`src/rtl/aes_pkg.sv`:
```
// aes_pkg: shared types and constants for the AES request arbiter
package aes_pkg;

    typedef enum logic [1:0] {IDLE, LOAD, RUN, RESP} aes_state_e;

    localparam int AES_BLK_W    = 128;
    localparam int AES_CORE_LAT = 21;
    localparam int AES_TIMEOUT  = 32;

endpackage

```
`src/rtl/aes_req_arbiter_rr.sv`:
```
// rr_arbiter: combinational round-robin pick, searching upward from ptr+1 with wrap
module rr_arbiter #(
    parameter int N_REQ = 2,
    parameter int PW    = 1
) (
    input  logic [N_REQ-1:0] req,
    input  logic [PW-1:0]    ptr,
    output logic [N_REQ-1:0] gnt,
    output logic             any
);

    int idx;

    always_comb begin
        gnt = '0;
        idx = 0;
        for (int i = 1; i <= N_REQ; i++) begin
            idx = (int'(ptr) + i) % N_REQ;
            if (gnt == '0 && req[idx[PW-1:0]]) gnt[idx[PW-1:0]] = 1'b1;
        end
    end

    assign any = |req;

endmodule

```
`src/rtl/aes_req_arbiter.sv`:
```
// aes_req_arbiter: shares one AES core among N_REQ requesters with round-robin grant and RUN timeout
module aes_req_arbiter
    import aes_pkg::*;
#(
    parameter int N_REQ   = 2,
    parameter int TIMEOUT = AES_TIMEOUT,
    parameter int CW      = 6
) (
    input  logic                       wb_clk_i,
    input  logic                       wb_rst_i,
    input  logic [N_REQ-1:0]           req_i,
    input  logic [AES_BLK_W*N_REQ-1:0] req_data_i,
    output logic [N_REQ-1:0]           gnt_o,
    output logic [N_REQ-1:0]           rsp_valid_o,
    output logic [AES_BLK_W-1:0]       rsp_data_o,
    output logic                       rsp_err_o,
    output logic                       busy_o,
    output logic                       aes_start_o,
    output logic [AES_BLK_W-1:0]       aes_plain_o,
    input  logic                       aes_done_i,
    input  logic [AES_BLK_W-1:0]       aes_cipher_i
);

    localparam int PW = N_REQ > 1 ? $clog2(N_REQ) : 1;
    localparam logic [CW-1:0] TO_LAST = CW'(TIMEOUT - 1);

    aes_state_e            state, state_n;
    logic [PW-1:0]         rr_ptr, gnt_idx;
    logic [CW-1:0]         cnt;
    logic [N_REQ-1:0]      pick;
    logic                  any_req;
    logic [AES_BLK_W-1:0]  pick_data;

    rr_arbiter #(.N_REQ(N_REQ), .PW(PW)) u_rr (
        .req (req_i),
        .ptr (rr_ptr),
        .gnt (pick),
        .any (any_req)
    );

    always_comb begin
        pick_data = '0;
        gnt_idx   = '0;
        for (int k = 0; k < N_REQ; k++) begin
            if (pick[k]) pick_data = req_data_i[k*AES_BLK_W +: AES_BLK_W];
            if (gnt_o[k]) gnt_idx = PW'(k);
        end
    end

    // done has priority over the timeout when both land on the last RUN cycle
    always_comb begin
        state_n = state;
        case (state)
            IDLE:    state_n = any_req ? LOAD : IDLE;
            LOAD:    state_n = RUN;
            RUN:     state_n = (aes_done_i || cnt == TO_LAST) ? RESP : RUN;
            RESP:    state_n = IDLE;
            default: state_n = IDLE;
        endcase
    end

    always_ff @(posedge wb_clk_i) begin
        if (wb_rst_i) begin
            state       <= IDLE;
            gnt_o       <= '0;
            aes_plain_o <= '0;
            rsp_data_o  <= '0;
            rsp_err_o   <= 1'b0;
            cnt         <= '0;
            rr_ptr      <= PW'(N_REQ - 1);
        end else begin
            state <= state_n;
            if (state == IDLE && any_req) begin
                gnt_o       <= pick;
                aes_plain_o <= pick_data;
            end
            if (state == LOAD) cnt <= '0;
            if (state == RUN) begin
                cnt <= cnt + 1'b1;
                if (aes_done_i) begin
                    rsp_data_o <= aes_cipher_i;
                    rsp_err_o  <= 1'b0;
                end else if (cnt == TO_LAST) begin
                    rsp_data_o <= '0;
                    rsp_err_o  <= 1'b1;
                end
            end
            if (state == RESP) begin
                rr_ptr <= gnt_idx;
                gnt_o  <= '0;
            end
        end
    end

    assign aes_start_o = state == LOAD;
    assign rsp_valid_o = state == RESP ? gnt_o : '0;
    assign busy_o      = state != IDLE;

endmodule
```
`config.mk`:
```
export PLATFORM = sky130hd
export DESIGN_NAME = aes_req_arbiter
export DESIGN_NICKNAME = d
export VERILOG_FILES = /design/src/rtl/aes_pkg.sv /design/src/rtl/aes_req_arbiter_rr.sv /design/src/rtl/aes_req_arbiter.sv
export SDC_FILE = /design/constraint.sdc
export NUM_CORES = 1
export LEC_CHECK = 0
export ABC_AREA = 0
export CAP_MARGIN = 20
export CORE_AREA = 2 2 257 259
export DETAILED_ROUTE_END_ITERATION = 10
export DIE_AREA = 0 0 259 261
export GPL_TIMING_DRIVEN = 0
export PLACE_DENSITY = 0.52
export SLEW_MARGIN = 20
export SYNTH_ARGS = -nofsm -noshare
export SYNTH_HDL_FRONTEND = slang
export SYNTH_SLANG_ARGS = --single-unit
```
`constraint.sdc`:
```
create_clock -name wb_clk_i -period 2.4 [get_ports wb_clk_i]
set_input_delay 0.72 -clock wb_clk_i [delete_from_list [all_inputs] [get_ports wb_clk_i]]
set_output_delay 0.72 -clock wb_clk_i [all_outputs]
set_load 0.1 [all_outputs]
```
==> impl_metrics.py, run 1 <==
metrics = {
    "outcome": {
        "status": "finished clean",
    },
    "global_route": {
        "grt_first_pass_wirelength_um": 65300,
        "grt_max_degree": 13,
        "grt_antenna_before_repair": 1,
        "track_usage_pct": 12.8,
        "sum_of_overflow_across_all_layers_after_global_routing": 0,
        "grt_pass1_vias": 10300,
    },
    "sta": {
        "final_min_period_over_clock_period_pct": 96.8,
        "post-route-worst-setup-slack_ns": 0.0758,
        "max-slew-margin-rel_pct": 58.0,
        "hold_violation_count_in_the_final_report": 0,
        "rsz0062_at_grt": "no",
        "min_period_ns": 2.32,
        "final.setup_skew_ns": 0.0144,
        "setup_total_negative_slack_ns": 0,
        "max_clock_freq_mhz": 430,
        "transition_at_the_pin_with_the_smallest_max_transition_slack_ns": 0.634,
        "slew_violations": 0,
        "setup_viol": 0,
    },
    "die": {
        "die_y_um": 261,
        "chipWidth_um": 259,
        "core_mm2": 0.0650,
        "die_area_mm2": 0.0676,
        "start_util_pct": 15.0,
        "ios": 652,
        "fp-row-count": 94,
    },
    "route": {
        "route.final.wire_length_um": 45900,
        "route.detailed.drc": 0,
        "top_signal_layer_used": "met4",
        "wirelength_met1_um": 17500,
        "met2WireLength_um": 22000,
        "dr_total_vias": 9655,
        "wire_per_inst_um": 19.3,
        "first_iter_violations": 422,
        "firstDrtPassIters": 4,
        "drtAntennaViolNets": 0,
        "detail_route.vias_per_cell": 4.07,
        "met3WireLength_um": 4460,
    },
    "critical_path": {
        "crit_path_end_kind": "primary output",
        "ff2ff_setup_slack_ns": 0.32,
        "worstPathMaxFanout": 3,
        "timing_worst_setup_path_type": "reg -> out",
        "required_ns": 1.68,
        "rr_worst_depth": 7,
        "cp.arrival_ns": 1.60,
        "cp-start-kind": "register",
    },
    "synth": {
        "synthesis.instances": 800,
        "yosys_reg_bits": 268,
        "syn_avg_cell_area_um2": 12.2,
        "register_area_share_after_synthesis_pct": 55.1,
        "yosysWarningCount": 0,
        "yosys.cell_types.count": 32,
        "synth_fp_nets": 1195,
        "synth_area_mm2": 0.00974,
    },
    "clock_tree": {
        "clock_sinks": 268,
        "clock_tree.htree_level_count": 2,
        "clkSlewWorstSetupHoldPaths_ns": 0.05,
        "cts-root-buf": "clkbuf_16",
        "cts_bufs_inserted": 35,
        "clk_latency_ns": 0.53,
        "cts_buffer_depth": 3,
        "tritoncts": "yes",
        "postCtsHoldBufs": 0,
    },
    "run": {
        "maxCapViolCount": 0,
    },
    "placement": {
        "port_buffers": 651,
        "post-place-ws_ns": -0.542,
        "placed_cells": 2315,
        "post-dp-hpwl_um": 35800,
        "placer_congestion": 0.829,
    },
    "pwr": {
        "static-leakage-power_nw": 6.90,
        "ir_drop_mv": 0.516,
        "finalPower_w": 0.0185,
        "power.density_mw_per_mm2": 984,
    },
    "worst_hold_path": {
        "timing.hold.worst.class": "reg -> reg",
        "holdPathStages": 1,
    },
    "finish": {
        "layout.cells.most_common": "clkdlybuf4s50_1",
        "fillers": 6685,
        "final_cell_count_no_fill": 2375,
        "fin_nets": 1883,
        "most-common-layout-cells": "clkdlybuf4s50_1, dfxtp_1, clkdlybuf4s15_2",
        "final-seq-area_mm2": 0.00537,
        "areaGrowthSynthToFinish_pct": 93.2,
        "drive_above_1_share_pct": 26.6,
        "combined_area_of_the_multi_input_logic_cells_mm2": 0.00375,
    },
}
routing by layer:
| metal | track usage, % | vias to the layer above |
|---|---|---|
| met1 | 14.0 | 4517 |
| met3 | 4.93 | 88 |
| li1 | - | 4552 |
| met2 | 22.0 | 498 |
| met4 | 5.89 | 0 |
| met5 | 0 | - |
sequential cells by signal (all words and copies together), names as in the netlist:
name         flops
cnt              6
state            2
gnt_o            2
rsp_data_o     128
rsp_err_o        1
aes_plain_o    128
rr_ptr           1
power breakdown:
group / switching [W] / internal, W / leakage [nW]
combinational: 0.00576 / 0.00215 / 4.16
sequential: 0.000324 / 0.00506 / 2.19
clock: 0.00206 / 0.00318 / 0.553
total: 0.00814 / 0.0104 / 6.90
worst paths after layout:
check	start	endpoint
worst max register to register	state[0]	aes_plain_o[24]
worst min-delay path	rsp_data_o[24]	rsp_data_o[24]
worst min register to register	rsp_data_o[24]	rsp_data_o[24]
worst max-delay path	gnt_o[1]	gnt_o[1]
stage by stage:
stage	hold slack [ns]	instance area, µm²	util (%)
after global placement	0.455	17300	26.7
after global routing	0.483	18800	28.9
after detailed placement	0.455	17300	26.6
final	0.470	18800	28.9
after floorplan	0.444	9740	-
after CTS	0.474	18800	28.9
worst max-delay path: stages (launching register included):
cell             delay, ns
dfxtp_1               0.36
buf_4                 0.15
clkdlybuf4s15_2       0.57
synthesized netlist by cell type:
cell	count	area, µm²
nor3b_2	1	12.5
buf_6	29	327
nand3_1	2	10.0
ha_1	6	75.1
clkbuf_1	8	30.0
a21boi_1	1	7.51
inv_1	5	18.8
nor2b_1	1	6.26
and2b_1	1	7.51
o21a_1	2	15.0
dfxtp_1	268	5370
nand2_1	7	26.3
or3_1	1	6.26
a21oi_2	1	8.76
buf_2	47	235
a21o_1	3	22.5
o21ai_0	1	5.00
nor2_1	8	30.0
a221o_1	128	1280
nor3b_1	128	961
nor3_2	1	10.0
nand3b_1	1	7.51
and2_1	4	25.0
a211o_1	1	8.76
and4b_4	1	13.8
a211oi_1	1	7.51
nand2b_1	2	12.5
a22o_1	128	1120
buf_4	3	22.5
a21oi_1	5	25.0
xor2_1	3	26.3
nand4_1	2	12.5
area by class of cell:
class,instances,share of cell area (%)
multi-input combinational,440,19.9
tap,864,5.74
buffer,87,3.27
clock inverter,10,0.618
antenna,1,0.0133
clock buffer,49,5.42
sequential,268,28.5
inverter,5,0.0997
timing repair buffer,651,36.4
cells by family (layout without fill, tap and decap cells):
logic type                 after synthesis  after routing  share of synthesized area [%]
other                                    0              1                              0
adders and majority gates                6              6                          0.770
buffers and inverters                   92            802                           6.50
and+or+nand+nor                        160            160                           11.7
AOI/OAI and AO/OA                      271            271                           25.7
DFF                                    268            268                           55.1
xor gates and xnor gates                 3              3                          0.270
what timing repair did:
item                                    CTS  global route
setup buffers                             0             0
endpoints found under the setup margin  262            10
resized for setup                       801             3
pin swaps                                 0             0
(Power assumes the default switching activity.)
==> run 2, diff against run 1 <==
HOLD_SLACK_MARGIN = 0.15   (was default)
==> results of run 2 <==
No change in the layout: final DEF, timing and power equal those of run 1.
==> run 3, diff against run 2 <==
CTS_CLUSTER_SIZE = 14   (was default)
REMOVE_ABC_BUFFERS = 1   (was default)
==> impl_metrics.py, run 3 (same netlist as run 1, synthesis figures left out) <==
metrics = {
    "run": {
        "maxCapViolCount": 0,
    },
    "critical_path": {
        "setup.worst_path.start": "wb_rst_i",
        "timing.critical_path.mode_cell": "buf_8",
        "rr_worst_depth": 11,
        "required_ns": 2.81,
        "timing_worst_setup_path_type": "in -> reg",
        "cp-start-kind": "input pin",
        "crit_path_end_kind": "register",
        "cp.arrival_ns": 2.80,
        "worstPathMaxFanout": 50,
        "cp_cell_sequence": "buf_8, buf_16, nor3_4, buf_8, buf_8, buf_8, buf_8, buf_8, buf_12, a221o_1",
        "rr_endpoint": "aes_plain_o[19]",
        "cp.buffers_inverters": 8,
        "crit_path_top_delay_cell": "buf_8",
        "cpPeakStageDelay_ns": 0.30,
        "worst_path_top_cell_family_by_delay": "buffers and inverters",
        "r2r_startpoint": "state[0]",
        "ff2ff_setup_slack_ns": 0.12,
    },
    "clock_tree": {
        "clkSlewWorstSetupHoldPaths_ns": 0.06,
        "clock_tree.htree_level_count": 2,
        "clk_latency_ns": 0.55,
        "cts_buffer_depth": 3,
        "cts_bufs_inserted": 35,
        "clock_sinks": 268,
        "postCtsHoldBufs": 0,
        "cts-root-buf": "clkbuf_16",
        "tritoncts": "yes",
    },
    "pwr": {
        "power.density_mw_per_mm2": 991,
        "ir_drop_mv": 0.610,
        "finalPower_w": 0.0187,
        "static-leakage-power_nw": 6.80,
    },
    "placement": {
        "port_buffers": 651,
        "placed_cells": 2256,
        "placer_congestion": 0.756,
        "place_area_mm2": 0.0172,
        "post-dp-hpwl_um": 40500,
    },
    "sta": {
        "hold_violation_count_in_the_final_report": 0,
        "min_period_ns": 2.39,
        "final_min_period_over_clock_period_pct": 99.6,
        "transition_at_the_pin_with_the_smallest_max_transition_slack_ns": 0.637,
        "rsz0062_at_grt": "yes",
        "max-slew-margin-rel_pct": 57.7,
        "final.setup_skew_ns": 0.0262,
        "setup_viol": 0,
        "max_clock_freq_mhz": 419,
        "slew_violations": 0,
        "hold_ws_ns": 0.468,
    },
    "finish": {
        "fin_nets": 1829,
        "drive_above_1_share_pct": 24.7,
        "finish.instance_area_mm2": 0.0188,
        "areaGrowthSynthToFinish_pct": 93.3,
        "most-common-layout-cells": "clkdlybuf4s50_1, dfxtp_1, clkdlybuf4s15_2",
        "final_cell_count_no_fill": 2333,
        "top_registers": "aes_plain_o (128), rsp_data_o (128), cnt (6)",
        "fillers": 6667,
        "layout.cells.most_common": "clkdlybuf4s50_1",
    },
    "die": {
        "die_area_mm2": 0.0676,
        "fp-row-count": 94,
        "die_y_um": 261,
        "start_util_pct": 15.0,
        "chipWidth_um": 259,
        "core_mm2": 0.0650,
        "ios": 652,
    },
    "global_route": {
        "track_usage_pct": 14.7,
        "grt_max_degree": 60,
        "grt_first_pass_wirelength_um": 72200,
        "grt_pass1_vias": 10000,
        "grt_antenna_before_repair": 27,
        "sum_of_overflow_across_all_layers_after_global_routing": 0,
    },
    "worst_hold_path": {
        "min_delay_worst_endpoint": "rsp_data_o[87]",
        "timing.hold.worst.class": "reg -> reg",
        "holdPathStages": 1,
        "hold_start": "rsp_data_o[87]",
    },
    "outcome": {
        "status": "finished clean",
    },
    "route": {
        "detail_route.vias_per_cell": 4.14,
        "wire_per_inst_um": 22.5,
        "firstDrtPassIters": 6,
        "first_iter_violations": 453,
        "route.final.wire_length_um": 52400,
        "route.detailed.drc": 0,
        "dr_total_vias": 9653,
        "drtAntennaViolNets": 0,
    },
}
## run 3: cell count changes in the layout (fill, tap and decap cells not counted), sizes merged, moves of 3 or more
cell,before,now
clkdlybuf4s15,258,252
clkdlybuf4s50,388,385
diode,1,11
buf,84,43
clkbuf,57,51
## run 3: final cells by class
class | instances | area [µm²] | share of cell area (%)
multi-input cells | 440 | 3790 | 20.1
inverters | 5 | 18.8 | 0.0996
well taps | 864 | 1080 | 5.74
repair buffers | 684 | 7390 | 39.2
clock inverters | 11 | 125 | 0.664
clock buffers | 50 | 1030 | 5.49
flip-flops and latches | 268 | 5370 | 28.5
diodes | 11 | 27.5 | 0.146
## run 3: where the power goes
part / switching, W / internal [W]
logic: 0.00576 / 0.00218
clock network: 0.00213 / 0.00321
registers: 0.000317 / 0.00506
total: 0.00821 / 0.0105
## run 3: worst max-delay path by stage
| stage | cells past startpoint | endpoint |
|---|---|---|
| floorplan | 3 | rsp_data_o[0] |
| global placement | 3 | rsp_data_o[38] |
| detailed placement | 10 | aes_plain_o[19] |
| CTS | 3 | rsp_valid_o[1] |
| global route | 11 | aes_plain_o[33] |
| finish | 10 | aes_plain_o[19] |
## run 3: metal layers
metal  vias up  share of wire, %  track usage [%]
li1       4447                 -                -
met5         -              0.23                0
met4        18               2.5             5.41
met2       510                51             26.4
met3        87                10             6.02
met1      4591                36             15.3
## run 3: what timing repair did
| item | 4_1_cts | 5_1_grt |
|---|---|---|
| pin swaps | 2 | 1 |
| gates cloned | 1 | 0 |
| resized for setup | 785 | 8 |
| buffers inserted | 4 | 1 |
| endpoints found under the setup margin | 325 | 23 |
## run 3: metrics by stage
step | utilization [%] | setup TNS (ns) | setup slack [ns]
finish | 29.0 | 0 | 0.0106
detailed placement | 26.5 | -80.89 | -1.07
global route | 28.9 | -0.0394 | -0.0181
CTS | 28.9 | 0 | 0.00489
floorplan | - | -707.98 | -2.91
global placement | 25.7 | -3330.99 | -13.94
